[src/rtl/decode_unit_pkg.sv]
// rtl/decode_unit_pkg.sv - shared opcode codes and RV32I major-opcode constants
// Purpose: internal opcode enumeration, its width, and RV32I major opcodes used by
//          decode_unit and rv32i_field_decode.
// Ports:   none (package).
package decode_unit_pkg;

  localparam int DEC_OP_W = 6;

  localparam logic [6:0] OPC_LUI    = 7'b0110111;
  localparam logic [6:0] OPC_AUIPC  = 7'b0010111;
  localparam logic [6:0] OPC_JAL    = 7'b1101111;
  localparam logic [6:0] OPC_JALR   = 7'b1100111;
  localparam logic [6:0] OPC_BRANCH = 7'b1100011;
  localparam logic [6:0] OPC_LOAD   = 7'b0000011;
  localparam logic [6:0] OPC_STORE  = 7'b0100011;
  localparam logic [6:0] OPC_OP_IMM = 7'b0010011;
  localparam logic [6:0] OPC_OP     = 7'b0110011;

  typedef enum logic [DEC_OP_W-1:0] {
    OP_LUI, OP_AUIPC, OP_JAL, OP_JALR,
    OP_BEQ, OP_BNE, OP_BLT, OP_BGE, OP_BLTU, OP_BGEU,
    OP_LB, OP_LH, OP_LW, OP_LBU, OP_LHU,
    OP_SB, OP_SH, OP_SW,
    OP_ADDI, OP_SLTI, OP_SLTIU, OP_XORI, OP_ORI, OP_ANDI,
    OP_SLLI, OP_SRLI, OP_SRAI,
    OP_ADD, OP_SUB, OP_SLL, OP_SLT, OP_SLTU, OP_XOR,
    OP_SRL, OP_SRA, OP_OR, OP_AND,
    OP_NOP
  } op_e;

endpackage

[src/rtl/decode_unit_field_decode.sv]
// rtl/decode_unit_field_decode.sv - combinational RV32I field decoder
// Purpose: maps a raw RV32I word to internal opcode, register indices, immediate
//          and illegal flag. Unused register fields are forced to 0.
// Ports:   instr   - raw 32-bit instruction
//          op      - internal opcode (OP_NOP when illegal)
//          rd/rs1/rs2 - register indices
//          imm     - sign-extended immediate (shift amounts zero-extended)
//          illegal - unknown opcode or funct3
module rv32i_field_decode
  import decode_unit_pkg::*;
#(
  parameter int REG_IDX_W = 5,
  parameter int DATA_W    = 32
) (
  input  logic [31:0]          instr,
  output op_e                  op,
  output logic [REG_IDX_W-1:0] rd,
  output logic [REG_IDX_W-1:0] rs1,
  output logic [REG_IDX_W-1:0] rs2,
  output logic [DATA_W-1:0]    imm,
  output logic                 illegal
);

  logic [2:0] f3;
  logic       alt;
  logic signed [31:0] imm_i, imm_s, imm_b, imm_u, imm_j, shamt;

  assign f3    = instr[14:12];
  assign alt   = instr[30];
  assign imm_i = {{20{instr[31]}}, instr[31:20]};
  assign imm_s = {{20{instr[31]}}, instr[31:25], instr[11:7]};
  assign imm_b = {{20{instr[31]}}, instr[7], instr[30:25], instr[11:8], 1'b0};
  assign imm_u = {instr[31:12], 12'b0};
  assign imm_j = {{12{instr[31]}}, instr[19:12], instr[20], instr[30:21], 1'b0};
  assign shamt = {27'b0, instr[24:20]};

  logic use_rd, use_rs1, use_rs2;
  logic signed [31:0] imm32;

  always_comb begin
    op      = OP_NOP;
    illegal = 1'b0;
    use_rd  = 1'b0;
    use_rs1 = 1'b0;
    use_rs2 = 1'b0;
    imm32   = '0;
    unique case (instr[6:0])
      OPC_LUI:   begin op = OP_LUI;   use_rd = 1'b1; imm32 = imm_u; end
      OPC_AUIPC: begin op = OP_AUIPC; use_rd = 1'b1; imm32 = imm_u; end
      OPC_JAL:   begin op = OP_JAL;   use_rd = 1'b1; imm32 = imm_j; end
      OPC_JALR: begin
        op = OP_JALR; use_rd = 1'b1; use_rs1 = 1'b1; imm32 = imm_i;
        if (f3 != 3'd0) illegal = 1'b1;
      end
      OPC_BRANCH: begin
        use_rs1 = 1'b1; use_rs2 = 1'b1; imm32 = imm_b;
        case (f3)
          3'd0: op = OP_BEQ;
          3'd1: op = OP_BNE;
          3'd4: op = OP_BLT;
          3'd5: op = OP_BGE;
          3'd6: op = OP_BLTU;
          3'd7: op = OP_BGEU;
          default: illegal = 1'b1;
        endcase
      end
      OPC_LOAD: begin
        use_rd = 1'b1; use_rs1 = 1'b1; imm32 = imm_i;
        case (f3)
          3'd0: op = OP_LB;
          3'd1: op = OP_LH;
          3'd2: op = OP_LW;
          3'd4: op = OP_LBU;
          3'd5: op = OP_LHU;
          default: illegal = 1'b1;
        endcase
      end
      OPC_STORE: begin
        use_rs1 = 1'b1; use_rs2 = 1'b1; imm32 = imm_s;
        case (f3)
          3'd0: op = OP_SB;
          3'd1: op = OP_SH;
          3'd2: op = OP_SW;
          default: illegal = 1'b1;
        endcase
      end
      OPC_OP_IMM: begin
        use_rd = 1'b1; use_rs1 = 1'b1; imm32 = imm_i;
        case (f3)
          3'd0: op = OP_ADDI;
          3'd1: begin op = OP_SLLI; imm32 = shamt; end
          3'd2: op = OP_SLTI;
          3'd3: op = OP_SLTIU;
          3'd4: op = OP_XORI;
          3'd5: begin op = alt ? OP_SRAI : OP_SRLI; imm32 = shamt; end
          3'd6: op = OP_ORI;
          default: op = OP_ANDI;
        endcase
      end
      OPC_OP: begin
        use_rd = 1'b1; use_rs1 = 1'b1; use_rs2 = 1'b1;
        case (f3)
          3'd0: op = alt ? OP_SUB : OP_ADD;
          3'd1: op = OP_SLL;
          3'd2: op = OP_SLT;
          3'd3: op = OP_SLTU;
          3'd4: op = OP_XOR;
          3'd5: op = alt ? OP_SRA : OP_SRL;
          3'd6: op = OP_OR;
          default: op = OP_AND;
        endcase
      end
      default: illegal = 1'b1;
    endcase
    // An illegal word carries no meaningful fields: emit a clean NOP record.
    if (illegal) begin
      op      = OP_NOP;
      use_rd  = 1'b0;
      use_rs1 = 1'b0;
      use_rs2 = 1'b0;
      imm32   = '0;
    end
  end

  assign rd  = use_rd  ? REG_IDX_W'(instr[11:7])  : '0;
  assign rs1 = use_rs1 ? REG_IDX_W'(instr[19:15]) : '0;
  assign rs2 = use_rs2 ? REG_IDX_W'(instr[24:20]) : '0;
  // Size cast of a signed value sign-extends (or truncates) to DATA_W.
  assign imm = DATA_W'(imm32);

endmodule

[src/rtl/decode_unit.sv]
// rtl/decode_unit.sv - RV32I decode stage with DEPTH-entry output buffer
// Purpose: accepts instructions, decodes them combinationally at accept and
//          queues decoded records in a circular buffer for the consumer.
// Ports:   clk, rst (async active-high), flush (clears buffer at next edge)
//          in_valid/in_ready/in_pc/in_instr - instruction input handshake
//          out_valid/out_ready/out_* - head record of the buffer
//          count - number of buffered entries
module decode_unit
  import decode_unit_pkg::*;
#(
  parameter int REG_IDX_W = 5,
  parameter int DATA_W    = 32,
  parameter int OP_W      = DEC_OP_W,
  parameter int DEPTH     = 2
) (
  input  logic                       clk,
  input  logic                       rst,
  input  logic                       flush,
  input  logic                       in_valid,
  output logic                       in_ready,
  input  logic [DATA_W-1:0]          in_pc,
  input  logic [31:0]                in_instr,
  output logic                       out_valid,
  input  logic                       out_ready,
  output logic [REG_IDX_W-1:0]       out_rd,
  output logic [REG_IDX_W-1:0]       out_rs1,
  output logic [REG_IDX_W-1:0]       out_rs2,
  output logic [DATA_W-1:0]          out_imm,
  output logic [OP_W-1:0]            out_op,
  output logic [DATA_W-1:0]          out_pc,
  output logic                       out_illegal,
  output logic [$clog2(DEPTH):0]     count
);

  localparam int PTR_W = $clog2(DEPTH);
  localparam int CNT_W = PTR_W + 1;

  op_e                  dec_op;
  logic [REG_IDX_W-1:0] dec_rd, dec_rs1, dec_rs2;
  logic [DATA_W-1:0]    dec_imm;
  logic                 dec_illegal;

  rv32i_field_decode #(
    .REG_IDX_W (REG_IDX_W),
    .DATA_W    (DATA_W)
  ) u_field (
    .instr   (in_instr),
    .op      (dec_op),
    .rd      (dec_rd),
    .rs1     (dec_rs1),
    .rs2     (dec_rs2),
    .imm     (dec_imm),
    .illegal (dec_illegal)
  );

  logic [PTR_W-1:0] wr_ptr_q, wr_ptr_d, rd_ptr_q, rd_ptr_d;
  logic [CNT_W-1:0] count_q, count_d;
  // Held low through reset so in_ready only rises on the first edge after release.
  logic             ready_q, ready_d;

  logic [REG_IDX_W-1:0] rd_mem_q  [DEPTH];
  logic [REG_IDX_W-1:0] rs1_mem_q [DEPTH];
  logic [REG_IDX_W-1:0] rs2_mem_q [DEPTH];
  logic [DATA_W-1:0]    imm_mem_q [DEPTH];
  logic [OP_W-1:0]      op_mem_q  [DEPTH];
  logic [DATA_W-1:0]    pc_mem_q  [DEPTH];
  logic                 ill_mem_q [DEPTH];

  logic push, pop;

  assign in_ready  = ready_q && (count_q < CNT_W'(DEPTH));
  assign out_valid = (count_q != '0);
  assign push      = in_valid && in_ready;
  assign pop       = out_valid && out_ready;
  assign count     = count_q;

  always_comb begin
    wr_ptr_d = wr_ptr_q;
    rd_ptr_d = rd_ptr_q;
    count_d  = count_q;
    ready_d  = 1'b1;
    if (flush) begin
      wr_ptr_d = '0;
      rd_ptr_d = '0;
      count_d  = '0;
    end else begin
      if (push) wr_ptr_d = wr_ptr_q + PTR_W'(1);
      if (pop)  rd_ptr_d = rd_ptr_q + PTR_W'(1);
      count_d = count_q + CNT_W'(push) - CNT_W'(pop);
    end
  end

  always_ff @(posedge clk or posedge rst) begin
    if (rst) begin
      wr_ptr_q <= '0;
      rd_ptr_q <= '0;
      count_q  <= '0;
      ready_q  <= 1'b0;
    end else begin
      wr_ptr_q <= wr_ptr_d;
      rd_ptr_q <= rd_ptr_d;
      count_q  <= count_d;
      ready_q  <= ready_d;
    end
  end

  always_ff @(posedge clk) begin
    if (push && !flush) begin
      rd_mem_q[wr_ptr_q]  <= dec_rd;
      rs1_mem_q[wr_ptr_q] <= dec_rs1;
      rs2_mem_q[wr_ptr_q] <= dec_rs2;
      imm_mem_q[wr_ptr_q] <= dec_imm;
      op_mem_q[wr_ptr_q]  <= OP_W'(dec_op);
      pc_mem_q[wr_ptr_q]  <= in_pc;
      ill_mem_q[wr_ptr_q] <= dec_illegal;
    end
  end

  // Storage is not reset, so outputs are forced to 0 while rst is high.
  assign out_rd      = rst ? '0   : rd_mem_q[rd_ptr_q];
  assign out_rs1     = rst ? '0   : rs1_mem_q[rd_ptr_q];
  assign out_rs2     = rst ? '0   : rs2_mem_q[rd_ptr_q];
  assign out_imm     = rst ? '0   : imm_mem_q[rd_ptr_q];
  assign out_op      = rst ? '0   : op_mem_q[rd_ptr_q];
  assign out_pc      = rst ? '0   : pc_mem_q[rd_ptr_q];
  assign out_illegal = rst ? 1'b0 : ill_mem_q[rd_ptr_q];

endmodule

[config.mk]
export PLATFORM = sky130hd
export DESIGN_NAME = decode_unit
export DESIGN_NICKNAME = d
export VERILOG_FILES = /design/src/rtl/decode_unit_pkg.sv /design/src/rtl/decode_unit_field_decode.sv /design/src/rtl/decode_unit.sv
export SDC_FILE = /design/constraint.sdc
export NUM_CORES = 1
export LEC_CHECK = 0
export BUFFER_PORTS_ARGS = -buffer_cell sky130_fd_sc_hd__buf_2
export CORE_UTILIZATION = 50
export DETAILED_ROUTE_END_ITERATION = 10
export HOLD_SLACK_MARGIN = 0.08
export PLACE_DENSITY = 0.85
export REMOVE_ABC_BUFFERS = 1
export SYNTH_ARGS = -nofsm -noshare
export SYNTH_HDL_FRONTEND = slang
export SYNTH_SLANG_ARGS = --single-unit
[constraint.sdc]
create_clock -name clk -period 6.8 [get_ports clk]
set_input_delay 0.34 -clock clk [delete_from_list [all_inputs] [get_ports clk]]
set_output_delay 0.34 -clock clk [all_outputs]
set_load 0.005 [all_outputs]
-- Word-level counts from Yosys, hierarchy flattened
Memory sizes are Yosys's and may differ from the RTL's.
Index checks and enable logic that the tools add are counted.
Widths: inputs -> output; s select.
- flip-flop bits (word level): 5
- bits in writable memories: 172
- input port bits: 69
- output and inout port bits: 90
- logic and storage cells: 93
- memories kept: 7
- add/sub/neg operators: 4
- order comparisons: 1
- eq/ne operators: 16
- muxes and demuxes: 41
- reductions and logical operators: 20
- memories (memory ; depth ; bits a word ; read ports ; clocked after memory_dff ; wr ports ; RTL line ; source):
    imm_mem_q ; 2 ; 32 ; 1 ; 0 ; 1 ; decode_unit.sv:64 ; logic [DATA_W-1:0] imm_mem_q [DEPTH];
    pc_mem_q ; 2 ; 32 ; 1 ; 0 ; 1 ; decode_unit.sv:66 ; logic [DATA_W-1:0] pc_mem_q [DEPTH];
    op_mem_q ; 2 ; 6 ; 1 ; 0 ; 1 ; decode_unit.sv:65 ; logic [OP_W-1:0] op_mem_q [DEPTH];
    rd_mem_q ; 2 ; 5 ; 1 ; 0 ; 1 ; decode_unit.sv:61 ; logic [REG_IDX_W-1:0] rd_mem_q [DEPTH];
    rs1_mem_q ; 2 ; 5 ; 1 ; 0 ; 1 ; decode_unit.sv:62 ; logic [REG_IDX_W-1:0] rs1_mem_q [DEPTH];
    rs2_mem_q ; 2 ; 5 ; 1 ; 0 ; 1 ; decode_unit.sv:63 ; logic [REG_IDX_W-1:0] rs2_mem_q [DEPTH];
    +1 memories ; -- ; -- ; -- ; -- ; -- ; -- ;
- operators with widths (kind ; number):
    $pmux 32 s6 ; 1
    $mux 32 ; 4
    $pmux 6 s7 ; 2
    $pmux 6 s9 ; 1
    $pmux 6 s6 ; 1
    $mux 5 ; 6
    $pmux 6 s5 ; 1
    $eq 7x6->1 const B ; 3
    $eq 7x7->1 const B ; 3
    $pmux 6 s3 ; 1
    $mux 1 ; 17
    $eq 7x5->1 const B ; 2
    $eq 3x3->1 const B ; 4
    $mux 6 ; 2
    $reduce_or 6->1 ; 2
    $reduce_or 5->1 ; 2
    $eq 7x2->1 const B ; 1
    $reduce_or 7->1 ; 1
    $eq 3x2->1 const B ; 2
    $mux 2 ; 3
    $reduce_bool 2->1 ; 3
    $reduce_or 2->1 ; 3
    $reduce_or 3->1 ; 2
    $pmux 1 s5 ; 1
    other kinds (10) ; 14

-- Longest topological paths before layout
Gate-level depths: netlist of the first run.
- depth after elaboration: 6
- gate-level depth with buffers: 8
- depth with buffers taken out: 7

-- Modules after synthesis
A second synthesis of the first run with hierarchy kept.
- cell total of the unflattened synthesis: 602
- area total of the unflattened synthesis: 8008.9 µm²
- by module, submodules not included (module ; instances ; cells an instance ; area an instance (µm²) ; sequential area each (µm²)):
    decode_unit ; 1 ; 389 ; 6774.0 ; 5290.1
    rv32i_field_decode ; 1 ; 213 ; 1234.9 ; 0.0

-- Least setup slack after synthesis of the first run
No wires, ideal clock.
- path type: register to register
- start: reg count_q[1], in the netlist count[1]
- end: mem ill_mem_q[1], enable pin
- setup time: 655 ps
- arrival: 7000 ps
- required time: 6145 ps
- setup slack: -855 ps
- stages on the path, launching flop included: 4
- buffers on the path: 0
- period minus slack after synthesis: 7655 ps
- cells stage by stage: dfrtp_1 -> nor2b_1 -> nand2_1 -> nor3b_1
- longest elaborated chain between the ends: 6
- ends and longest elaborated chain (item ; RTL line ; source):
    start, declared ; decode_unit.sv:57 ; logic [CNT_W-1:0] count_q, count_d;
    start signal, assigned ; decode_unit.sv:102 ; count_q <= count_d;
    $lt 2x2->1 ; decode_unit.sv:71 ; assign in_ready = ready_q && (count_q < CNT_W'(DEPTH));
    $logic_and 1x1->1 ; decode_unit.sv:71 ;
    net in_ready ; decode_unit.sv:20 ; output logic in_ready,
    $logic_and 1x1->1 ; decode_unit.sv:73 ; assign push = in_valid && in_ready;
    $logic_and 1x1->1 ; decode_unit.sv:108 ; if (push && !flush) begin
    $mux 1 ; decode_unit.sv:108 ;
    $mux 1 (implied by the code) ; decode_unit.sv:115 ; ill_mem_q[wr_ptr_q] <= dec_illegal;
    end, declared ; decode_unit.sv:67 ; logic ill_mem_q [DEPTH];
The timed path passes the listed nets, and every way through them passes these cells.

-- Worst setup path after layout of the first run
- start: reg rd_ptr_q
- end: out out_pc[25]
- longest elaborated chain between the ends: 2
- ends and longest elaborated chain (item ; RTL line ; source):
    start, declared ; decode_unit.sv:56 ; logic [PTR_W-1:0] wr_ptr_q, wr_ptr_d, rd_ptr_q, rd_ptr_d;
    start signal, assigned ; decode_unit.sv:101 ; rd_ptr_q <= rd_ptr_d;
    $mem_v2 2x32 ; -- ;
    $mux 32 ; decode_unit.sv:125 ; assign out_pc = rst ? '0 : pc_mem_q[rd_ptr_q];
    end, declared ; decode_unit.sv:30 ; output logic [DATA_W-1:0] out_pc,
Every way passes these cells.

==> impl_results.html, run 1 <==
<table>
<tr><th>Metric</th><th>Value</th></tr>
<tr><th colspan="2">Critical path</th></tr>
<tr><td>Worst path arrival time</td><td>about 2700 ps</td></tr>
<tr><td>Kind of end point of the critical path</td><td>primary output</td></tr>
<tr><td>Startpoint type of the worst setup path</td><td>flop</td></tr>
<tr><td>Startpoint of the worst setup timing path</td><td>rd_ptr_q</td></tr>
<tr><td>Worst endpoint required time</td><td>about 6500 ps</td></tr>
<tr><td>FF-to-FF Start</td><td>count[1]</td></tr>
<tr><td>Delay of the slowest critical-path stage</td><td>1000 ps</td></tr>
<tr><td>CP Max Fanout</td><td>50</td></tr>
<tr><td>Crit-path slowest cell</td><td>dfrtp_4</td></tr>
<tr><td>Critical setup path kind</td><td>flop to primary output</td></tr>
<tr><td>CP cell instances</td><td>buf_4, mux2i_1, nor2_1, buf_2</td></tr>
<tr><th colspan="2">Synth</th></tr>
<tr><td>Share of the synthesized area in the top cell type</td><td>0.6607</td></tr>
<tr><td>Yosys reg bits</td><td>around 180</td></tr>
<tr><td>Main synth FF type</td><td>edfxtp_1</td></tr>
<tr><td>Gate count after technology mapping</td><td>~600</td></tr>
<tr><td>Number of flops mapped to enable cells by yosys</td><td>around 170</td></tr>
<tr><td>Distinct cell type count after synthesis</td><td>48</td></tr>
<tr><td>Top cell type by total area after synthesis</td><td>edfxtp_1</td></tr>
<tr><td>Post-Synthesis Mean Instance Area</td><td>roughly 13 sq um</td></tr>
<tr><td>Sequential area share after synthesis</td><td>0.6767</td></tr>
<tr><td>Number of warnings issued by yosys</td><td>0</td></tr>
<tr><td>Fraction of registers with async set or reset after synthesis</td><td>0.02825</td></tr>
<tr><td>Largest cells by area after synthesis</td><td>edfxtp_1 (66%), mux2i_1 (11%), nor2_1 (5.5%)</td></tr>
<tr><td>Netlist area before placement</td><td>a little under 8000 sq um</td></tr>
<tr><th colspan="2">Run status</th></tr>
<tr><td>Status</td><td>completed</td></tr>
<tr><th colspan="2">Global route</th></tr>
<tr><td>Maximum number of pins on one net before global-route repair</td><td>88</td></tr>
<tr><td>Total overflow reported by the global router</td><td>0</td></tr>
<tr><td>Global router's overall resource usage</td><td>0.2088</td></tr>
<tr><td>Initial antenna violation count</td><td>0</td></tr>
<tr><td>Global-route wire length before repair</td><td>approximately 25000 microns</td></tr>
<tr><td>Number of global-route vias before repair</td><td>4973</td></tr>
<tr><th colspan="2">Timing</th></tr>
<tr><td>Achievable frequency</td><td>between 300 and 400 MHz</td></tr>
<tr><td>Post-route worst setup slack</td><td>3731 ps</td></tr>
<tr><td>Final clock period utilization by the worst path</td><td>0.4513</td></tr>
<tr><td>Max-slew violations</td><td>0</td></tr>
<tr><td>Tightest slew margin relative to the limit</td><td>0.2206</td></tr>
<tr><td>Slew at the pin with the worst max-slew slack</td><td>~1200 ps</td></tr>
<tr><td>Post-layout minimum cycle time</td><td>between 3000 and 4000 ps</td></tr>
<tr><td>Number of hold violations in the final report</td><td>0</td></tr>
<tr><td>Setup_tns</td><td>0 ps</td></tr>
<tr><td>Clock tree skew after final layout</td><td>just under 8 ps</td></tr>
<tr><td>RSZ-0062 raised after global routing</td><td>false</td></tr>
<tr><td># setup viols final</td><td>0</td></tr>
<tr><th colspan="2">Power</th></tr>
<tr><td>Total power draw</td><td>2.596 mW</td></tr>
<tr><td>PwrDens</td><td>between 200 and 300 nW/um^2</td></tr>
<tr><td>Worst vdd ir</td><td>0.1809 mV</td></tr>
<tr><td>Static Leak</td><td>between 3 and 4 nW</td></tr>
<tr><th colspan="2">Detailed routing</th></tr>
<tr><td>Residual DRC</td><td>0</td></tr>
<tr><td>Routed vias/inst</td><td>5.418</td></tr>
<tr><td>Routed Antenna Nets</td><td>0</td></tr>
<tr><td>DR WL/cell</td><td>~17 microns</td></tr>
<tr><td>Initial detailed-routing violation count</td><td>between 300 and 400</td></tr>
<tr><td>Drt total wl</td><td>roughly 16000 microns</td></tr>
<tr><td>Length of the first detailed-routing pass in iterations</td><td>5</td></tr>
<tr><td>Total via count after detailed routing</td><td>around 5200</td></tr>
<tr><th colspan="2">Cells and area</th></tr>
<tr><td>Count of antenna diodes in the layout</td><td>0</td></tr>
<tr><td>Most frequent cells in the layout</td><td>edfxtp_1 (172), buf_2 (158), nor2_1 (114)</td></tr>
<tr><td>Number of fillers in the final layout</td><td>~1200</td></tr>
<tr><td>Relative area change from synthesis to final layout</td><td>18.87%</td></tr>
<tr><td>Most common library cell in the layout ignoring fill and taps</td><td>edfxtp_1</td></tr>
<tr><td>Final cell utilization of the core</td><td>0.6090</td></tr>
<tr><td># nets final</td><td>approximately 800</td></tr>
<tr><td>Proportion of layout cells with a drive suffix above 1</td><td>0.2593</td></tr>
<tr><td>Final design instance area without fill</td><td>around 9300 sq um</td></tr>
<tr><th colspan="2">Min path</th></tr>
<tr><td>Launch point of the worst hold path</td><td>in_pc[13]</td></tr>
<tr><td>Path category of the worst min-delay check</td><td>primary input to flop</td></tr>
<tr><th colspan="2">Clocking</th></tr>
<tr><td>TritonCTS clock tree</td><td>done</td></tr>
<tr><td>Maximum buffer depth of the clock tree</td><td>2</td></tr>
<tr><td>Sinks on the clock net</td><td>~180</td></tr>
<tr><td>Hold buffer count at CTS</td><td>0</td></tr>
<tr><td>Total setup buffers inserted after CTS</td><td>0</td></tr>
<tr><td>H-tree levels</td><td>4</td></tr>
<tr><td>CTS clk-pin slew, worst paths</td><td>approximately 60 ps</td></tr>
<tr><td>Root buffer cell</td><td>clkbuf_16</td></tr>
<tr><td>Clock network latency to the later pin of the worst-skew pair</td><td>420 ps</td></tr>
<tr><td>Post_cts resized</td><td>0</td></tr>
<tr><td>Number of buffers added by the clock tree synthesis step</td><td>17</td></tr>
<tr><th colspan="2">Floorplanning</th></tr>
<tr><td>Chip width</td><td>between 100 and 150 microns</td></tr>
<tr><td>Io pins</td><td>approximately 160</td></tr>
<tr><td>Area of the die</td><td>between 15000 and 20000 sq um</td></tr>
<tr><td>Total core area</td><td>15260 sq um</td></tr>
<tr><td>Initial cell density of the core</td><td>0.5123</td></tr>
<tr><td>Die span in y</td><td>127.0 microns</td></tr>
<tr><td>Row cnt</td><td>45</td></tr>
<tr><th colspan="2">Placed design</th></tr>
<tr><td>Post-DP Area</td><td>8767 sq um</td></tr>
<tr><td>Worst slack, placed</td><td>just under 4000 ps</td></tr>
<tr><td>Number of input and output port buffers inserted</td><td>158</td></tr>
<tr><td>Total half-perimeter wirelength after legalization and detailed placement</td><td>a little over 10000 microns</td></tr>
<tr><td>GPL Wtd Cong</td><td>0.8822</td></tr>
<tr><th colspan="2">Job</th></tr>
<tr><td>Number of violations of the max-capacitance limit</td><td>0</td></tr>
</table>
-- critical path: cells and delay by family, from the launching register on --
kind                   cells  cell delay [ps]
buffers and inverters      2              890
AND/OR/NAND/NOR            1               70
flip-flops                 1             1000
multiplexers               1              310
-- final cells by class --
type	count	area (sq um)	area share
multi-input combinational	379	2359	0.2538
sequential	177	5294	0.5697
clock buffer	18	429.2	0.04618
clock inverter	9	96.34	0.01037
timing repair buffer	163	828.3	0.08913
tap	211	264.0	0.02841
inverter	6	22.52	0.002424
-- sequential cells by signal, indices dropped and copies added (netlist names), 2 cells and up --
register and cells:
rs2_mem_q 10, rs1_mem_q 10, count 2, ill_mem_q 2
imm_mem_q 64, rd_mem_q 10, op_mem_q 12, pc_mem_q 64
-- synth_stat cells, drive strengths merged (2+ instances only) --
| cell type | n |
|---|---|
| edfxtp | 172 |
| nor2 | 114 |
| mux2i | 86 |
| nand2 | 41 |
| a21oi | 29 |
| clkbuf | 26 |
| buf | 14 |
| o21ai | 13 |
| and2 | 12 |
| and3 | 8 |
| nor3 | 8 |
| inv | 6 |
| nand2b | 6 |
| nor2b | 6 |
| a22oi | 5 |
| dfrtp | 5 |
| a211o | 4 |
| a31oi | 4 |
| o31ai | 4 |
| or2 | 3 |
| xnor2 | 3 |
| xor2 | 3 |
| a2111oi | 2 |
| ha | 2 |
| nand4bb | 2 |
| nor3b | 2 |
| nor4 | 2 |
| o311a | 2 |
| or3 | 2 |
-- where the power goes --
part           total (mW)  internal [mW]  switching [mW]  leakage (nW)
sequential           1.30           1.24          0.0595          1.61
combinational       0.410          0.201           0.209          1.51
clock               0.885          0.524           0.361         0.260
-- metal layers --
metal  wire (microns)  share of wire  global-route usage  up-vias
li1                 -              -                   -     2482
met1             6716           0.41              0.2591     2492
met2             8231           0.51              0.3588      218
met3             1093          0.067             0.04648       26
met4              246          0.015             0.07983        0
met5                0              0                   0        -
-- kinds of logic after synthesis --
| family | synth area share |
|---|---|
| other | 0.0004797 |
| AOI/OAI and AO/OA | 0.05666 |
| muxes | 0.1101 |
| xor gates and xnor gates | 0.006723 |
| DFF | 0.6767 |
| adders and majority gates | 0.003201 |
| and+or+nand+nor | 0.1232 |
| buffers and inverters | 0.02289 |
-- path summary, 6_finish.rpt --
| check | endpoint | slack (ps) | cells after the start |
|---|---|---|---|
| min | pc_mem_q[0][13] | 100 | 1 |
| min reg2reg | wr_ptr_q | 630 | 2 |
| max | out_pc[25] | 3730 | 4 |
| max reg2reg | pc_mem_q[0][12] | 4580 | 4 |
| max in group asynchronous | rd_ptr_q | 6170 | 3 |
| min in group asynchronous | rd_ptr_q | 410 | 3 |
-- through the flow --
stage               hold slack, ps  instances
floorplan                    118.5        562
global placement             527.7        936
detailed placement           532.2        936
CTS                          86.69        963
global route                 90.23        963
finish                       103.2        963
No activity file was read; power rests on OpenSTA's default activity.
==> run 2: changes to the inputs <==
--- a/config.mk
+++ b/config.mk
@@ -5,11 +5,12 @@
 export SDC_FILE = /design/constraint.sdc
 export NUM_CORES = 1
 export LEC_CHECK = 0
+export ABC_AREA = 1
 export BUFFER_PORTS_ARGS = -buffer_cell sky130_fd_sc_hd__buf_2
-export CORE_UTILIZATION = 50
+export CORE_UTILIZATION = 55
 export DETAILED_ROUTE_END_ITERATION = 10
 export HOLD_SLACK_MARGIN = 0.08
-export PLACE_DENSITY = 0.85
+export PLACE_DENSITY = 0.88
 export REMOVE_ABC_BUFFERS = 1
 export SYNTH_ARGS = -nofsm -noshare
 export SYNTH_HDL_FRONTEND = slang
==> constraint.sdc (replaced) <==
create_clock -name clk -period 2.95 [get_ports clk]
set_input_delay 0.1475 -clock clk [delete_from_list [all_inputs] [get_ports clk]]
set_output_delay 0.1475 -clock clk [all_outputs]
set_load 0.005 [all_outputs]
==> run 2 against run 1 <==
Net effect: worst setup slack worse by 3200 ps; combinational power up 130%; non-clock buffer count up 45; largest power group unchanged.
==> impl_results.html, run 2 <==
<table>
<tr><th>Metric</th><th>Value</th></tr>
<tr><th colspan="2">Run status</th></tr>
<tr><td>Status</td><td>completed</td></tr>
<tr><th colspan="2">Clocking</th></tr>
<tr><td>Root buffer cell</td><td>clkbuf_16</td></tr>
<tr><td>Clock network latency to the later pin of the worst-skew pair</td><td>between 400 and 500 ps</td></tr>
<tr><td>Sinks on the clock net</td><td>between 150 and 200</td></tr>
<tr><td>TritonCTS clock tree</td><td>done</td></tr>
<tr><td>Post_cts resized</td><td>0</td></tr>
<tr><td>CTS clk-pin slew, worst paths</td><td>approximately 70 ps</td></tr>
<tr><td>Maximum buffer depth of the clock tree</td><td>2</td></tr>
<tr><td>H-tree levels</td><td>4</td></tr>
<tr><td>Total setup buffers inserted after CTS</td><td>0</td></tr>
<tr><td>Hold buffer count at CTS</td><td>41</td></tr>
<tr><td>Number of buffers added by the clock tree synthesis step</td><td>17</td></tr>
<tr><th colspan="2">Cells and area</th></tr>
<tr><td>Most common library cell in the layout ignoring fill and taps</td><td>nor2_1</td></tr>
<tr><td>Registers with the most flip-flops</td><td>imm_mem_q (64), pc_mem_q (64), op_mem_q (12)</td></tr>
<tr><td># nets final</td><td>about 1000</td></tr>
<tr><td>Count of antenna diodes in the layout</td><td>0</td></tr>
<tr><td>Proportion of layout cells with a drive suffix above 1</td><td>0.2551</td></tr>
<tr><td>Relative area change from synthesis to final layout</td><td>24.80%</td></tr>
<tr><td>Final cell utilization of the core</td><td>0.7093</td></tr>
<tr><td>Most frequent cells in the layout</td><td>nor2_1 (232), edfxtp_1 (172), buf_2 (158)</td></tr>
<tr><th colspan="2">Power</th></tr>
<tr><td>PwrDens</td><td>~630 nW/um^2</td></tr>
<tr><td>Static Leak</td><td>between 4 and 5 nW</td></tr>
<tr><td>Total power draw</td><td>6.248 mW</td></tr>
<tr><td>Worst vdd ir</td><td>~0.47 mV</td></tr>
<tr><th colspan="2">Synth</th></tr>
<tr><td>Number of flops mapped to enable cells by yosys</td><td>172</td></tr>
<tr><td>Most repeated cell in the gate-level netlist after synthesis</td><td>nor2_1</td></tr>
<tr><td>Fraction of registers with async set or reset after synthesis</td><td>0.02825</td></tr>
<tr><td>Netlist area before placement</td><td>around 8000 sq um</td></tr>
<tr><td>Largest cells by area after synthesis</td><td>edfxtp_1 (65%), nor2_1 (11%), o21ai_0 (6.3%)</td></tr>
<tr><td>Adder and majority cell fraction of the synthesized area</td><td>0.003136</td></tr>
<tr><td>Share of the synthesized area in the top cell type</td><td>0.6472</td></tr>
<tr><td>Main synth FF type</td><td>edfxtp_1</td></tr>
<tr><td>Multiplexer share of the synthesized area</td><td>0</td></tr>
<tr><td>Post-Synthesis Mean Instance Area</td><td>10.38 sq um</td></tr>
<tr><td>Number of warnings issued by yosys</td><td>0</td></tr>
<tr><td>Sequential area share after synthesis</td><td>0.6629</td></tr>
<tr><td>Simple-gate share of the synthesized area</td><td>0.1866</td></tr>
<tr><td>Synthesized-area fraction occupied by xor and xnor cells</td><td>0.002195</td></tr>
<tr><td>Most numerous cell types in the synthesized netlist</td><td>nor2_1 (232), edfxtp_1 (172), o21ai_0 (100)</td></tr>
<tr><td>Largest family of logic cells by synthesized area</td><td>simple AND/OR/NAND/NOR gates</td></tr>
<tr><td>Post-synthesis compound-gate area fraction</td><td>0.09407</td></tr>
<tr><td>Top cell type by total area after synthesis</td><td>edfxtp_1</td></tr>
<tr><td>Gate count after technology mapping</td><td>between 700 and 800</td></tr>
<tr><td>Distinct cell type count after synthesis</td><td>33</td></tr>
<tr><td>Yosys reg bits</td><td>roughly 180</td></tr>
<tr><th colspan="2">Critical path</th></tr>
<tr><td>Most frequent cell on the critical path</td><td>nor2_1</td></tr>
<tr><td>Kind of end point of the critical path</td><td>primary output</td></tr>
<tr><td>Worst path arrival time</td><td>around 2200 ps</td></tr>
<tr><td>Startpoint type of the worst setup path</td><td>flop</td></tr>
<tr><td>Delay of the slowest critical-path stage</td><td>690 ps</td></tr>
<tr><td>Critical setup path kind</td><td>flop to primary output</td></tr>
<tr><td>Crit-path slowest cell</td><td>dfrtp_2</td></tr>
<tr><td>Top delay family on crit path</td><td>buffers and inverters</td></tr>
<tr><td>Number of buffer and inverter stages on the critical path</td><td>3</td></tr>
<tr><td>Setup slack of the worst register-to-register path</td><td>approximately 1200 ps</td></tr>
<tr><td>FF-to-FF Start</td><td>count[1]</td></tr>
<tr><td>Worst reg2reg path depth</td><td>4</td></tr>
<tr><td>CP Max Fanout</td><td>between 40 and 50</td></tr>
<tr><td>R2r endpoint</td><td>imm_mem_q[0][30]</td></tr>
<tr><td>CP cell instances</td><td>inv_2, buf_4, nor2_1, nor2_1, buf_2</td></tr>
<tr><td>Worst endpoint required time</td><td>2800 ps</td></tr>
<tr><th colspan="2">Detailed routing</th></tr>
<tr><td>Routed Antenna Nets</td><td>0</td></tr>
<tr><td>Length of the first detailed-routing pass in iterations</td><td>5</td></tr>
<tr><td>Residual DRC</td><td>0</td></tr>
<tr><td>Initial detailed-routing violation count</td><td>590</td></tr>
<tr><td>DR WL/cell</td><td>~17 microns</td></tr>
<tr><td>Total via count after detailed routing</td><td>between 6000 and 7000</td></tr>
<tr><td>Drt total wl</td><td>roughly 19000 microns</td></tr>
<tr><td>Routed vias/inst</td><td>about 5.3</td></tr>
<tr><th colspan="2">Global route</th></tr>
<tr><td>Global-route wire length before repair</td><td>roughly 29000 microns</td></tr>
<tr><td>Initial antenna violation count</td><td>0</td></tr>
<tr><td>Total overflow reported by the global router</td><td>0</td></tr>
<tr><td>Global router's overall resource usage</td><td>0.2605</td></tr>
<tr><td>Number of global-route vias before repair</td><td>~6000</td></tr>
<tr><td>Maximum number of pins on one net before global-route repair</td><td>88</td></tr>
<tr><th colspan="2">Floorplanning</th></tr>
<tr><td>Die span in y</td><td>approximately 120 microns</td></tr>
<tr><td>Initial cell density of the core</td><td>0.5683</td></tr>
<tr><td>Io pins</td><td>~160</td></tr>
<tr><td>Row cnt</td><td>43</td></tr>
<tr><td>Chip width</td><td>about 120 microns</td></tr>
<tr><td>Area of the die</td><td>15000 sq um</td></tr>
<tr><td>Total core area</td><td>~14000 sq um</td></tr>
<tr><th colspan="2">Timing</th></tr>
<tr><td>Final-layout worst hold slack</td><td>roughly 85 ps</td></tr>
<tr><td># setup viols final</td><td>0</td></tr>
<tr><td>Tightest slew margin relative to the limit</td><td>0.4830</td></tr>
<tr><td>Max-slew violations</td><td>0</td></tr>
<tr><td>Clock tree skew after final layout</td><td>roughly 11 ps</td></tr>
<tr><td>Final clock period utilization by the worst path</td><td>0.8059</td></tr>
<tr><td>RSZ-0062 raised after global routing</td><td>false</td></tr>
<tr><td>Achievable frequency</td><td>around 420 MHz</td></tr>
<tr><td>Slew at the pin with the worst max-slew slack</td><td>about 780 ps</td></tr>
<tr><td>Post-layout minimum cycle time</td><td>2377 ps</td></tr>
<tr><td>Number of hold violations in the final report</td><td>0</td></tr>
<tr><th colspan="2">Min path</th></tr>
<tr><td>Capture endpoint of the worst hold path</td><td>rd_mem_q[0][2]</td></tr>
<tr><td>Number of cells traversed by the worst hold path</td><td>3</td></tr>
<tr><td>Launch point of the worst hold path</td><td>in_instr[9]</td></tr>
<tr><td>Path category of the worst min-delay check</td><td>primary input to flop</td></tr>
<tr><th colspan="2">Placed design</th></tr>
<tr><td>GPL Wtd Cong</td><td>approximately 0.92</td></tr>
<tr><td>Number of input and output port buffers inserted</td><td>158</td></tr>
<tr><td>Total half-perimeter wirelength after legalization and detailed placement</td><td>11460 microns</td></tr>
<tr><th colspan="2">Job</th></tr>
<tr><td>Number of violations of the max-capacitance limit</td><td>0</td></tr>
</table>
run 2: worst reg2reg max path, stage by stage (launching register included):
cell	delay (ps)
dfrtp_1	420
nor2_1	140
nand2_1	140
nor3_2	220
buf_12	450
run 2: cell families after synthesis:
| kind of cell | Yosys count |
|---|---|
| buf+inv | 93 |
| other cells | 1 |
| fa+ha+maj | 2 |
| simple gates | 362 |
| flops | 177 |
| compound gates | 132 |
| xor+xnor | 2 |
run 2: worst max path at each step:
stage / start / to / slack, ps / cells after the start
floorplan: count[1] / ill_mem_q[1] / -4670 / 3
global placement: in_instr[3] / imm_mem_q[0][31] / 1020 / 9
detailed placement: in_instr[2] / imm_mem_q[0][16] / 980 / 9
CTS: rd_ptr_q / out_rd[0] / 610 / 5
global route: rd_ptr_q / out_rd[0] / 490 / 5
finish: rd_ptr_q / out_imm[0] / 570 / 5
run 2: metrics by stage:
| stage | area (sq um) | instances | setup TNS [ps] | setup slack (ps) |
|---|---|---|---|---|
| finish | 9960 | 1152 | 0 | 572.6 |
| global route | 9960 | 1152 | 0 | 491.7 |
| CTS | 9960 | 1152 | 0 | 610.1 |
| detailed placement | 8919 | 1079 | 0 | 976.4 |
| global placement | 8919 | 1079 | 0 | 1025 |
| floorplan | 7786 | 732 | -821120 | -4674 |
run 2: layer usage:
| metal | global-route usage | vias up | share of wire |
|---|---|---|---|
| met5 | 0 | - | 0 |
| met3 | 0.04414 | 44 | 0.057 |
| met2 | 0.4554 | 252 | 0.51 |
| li1 | - | 2958 | - |
| met4 | 0.1212 | 0 | 0.027 |
| met1 | 0.3139 | 2895 | 0.40 |
run 2: where the power goes:
part / switching (mW) / total [mW] / internal (mW)
registers: 0.0750 / 2.93 / 2.85
clock network: 0.967 / 2.39 / 1.43
logic: 0.581 / 0.931 / 0.350
run 2: layout make-up:
class	instances	area [sq um]
inverter	56	210.2
clock inverter	15	205.2
sequential	177	5291
clock buffer	17	425.4
multi-input combinational	499	2296
timing repair buffer	208	1306
fill	1011	4083
tap	180	225.2
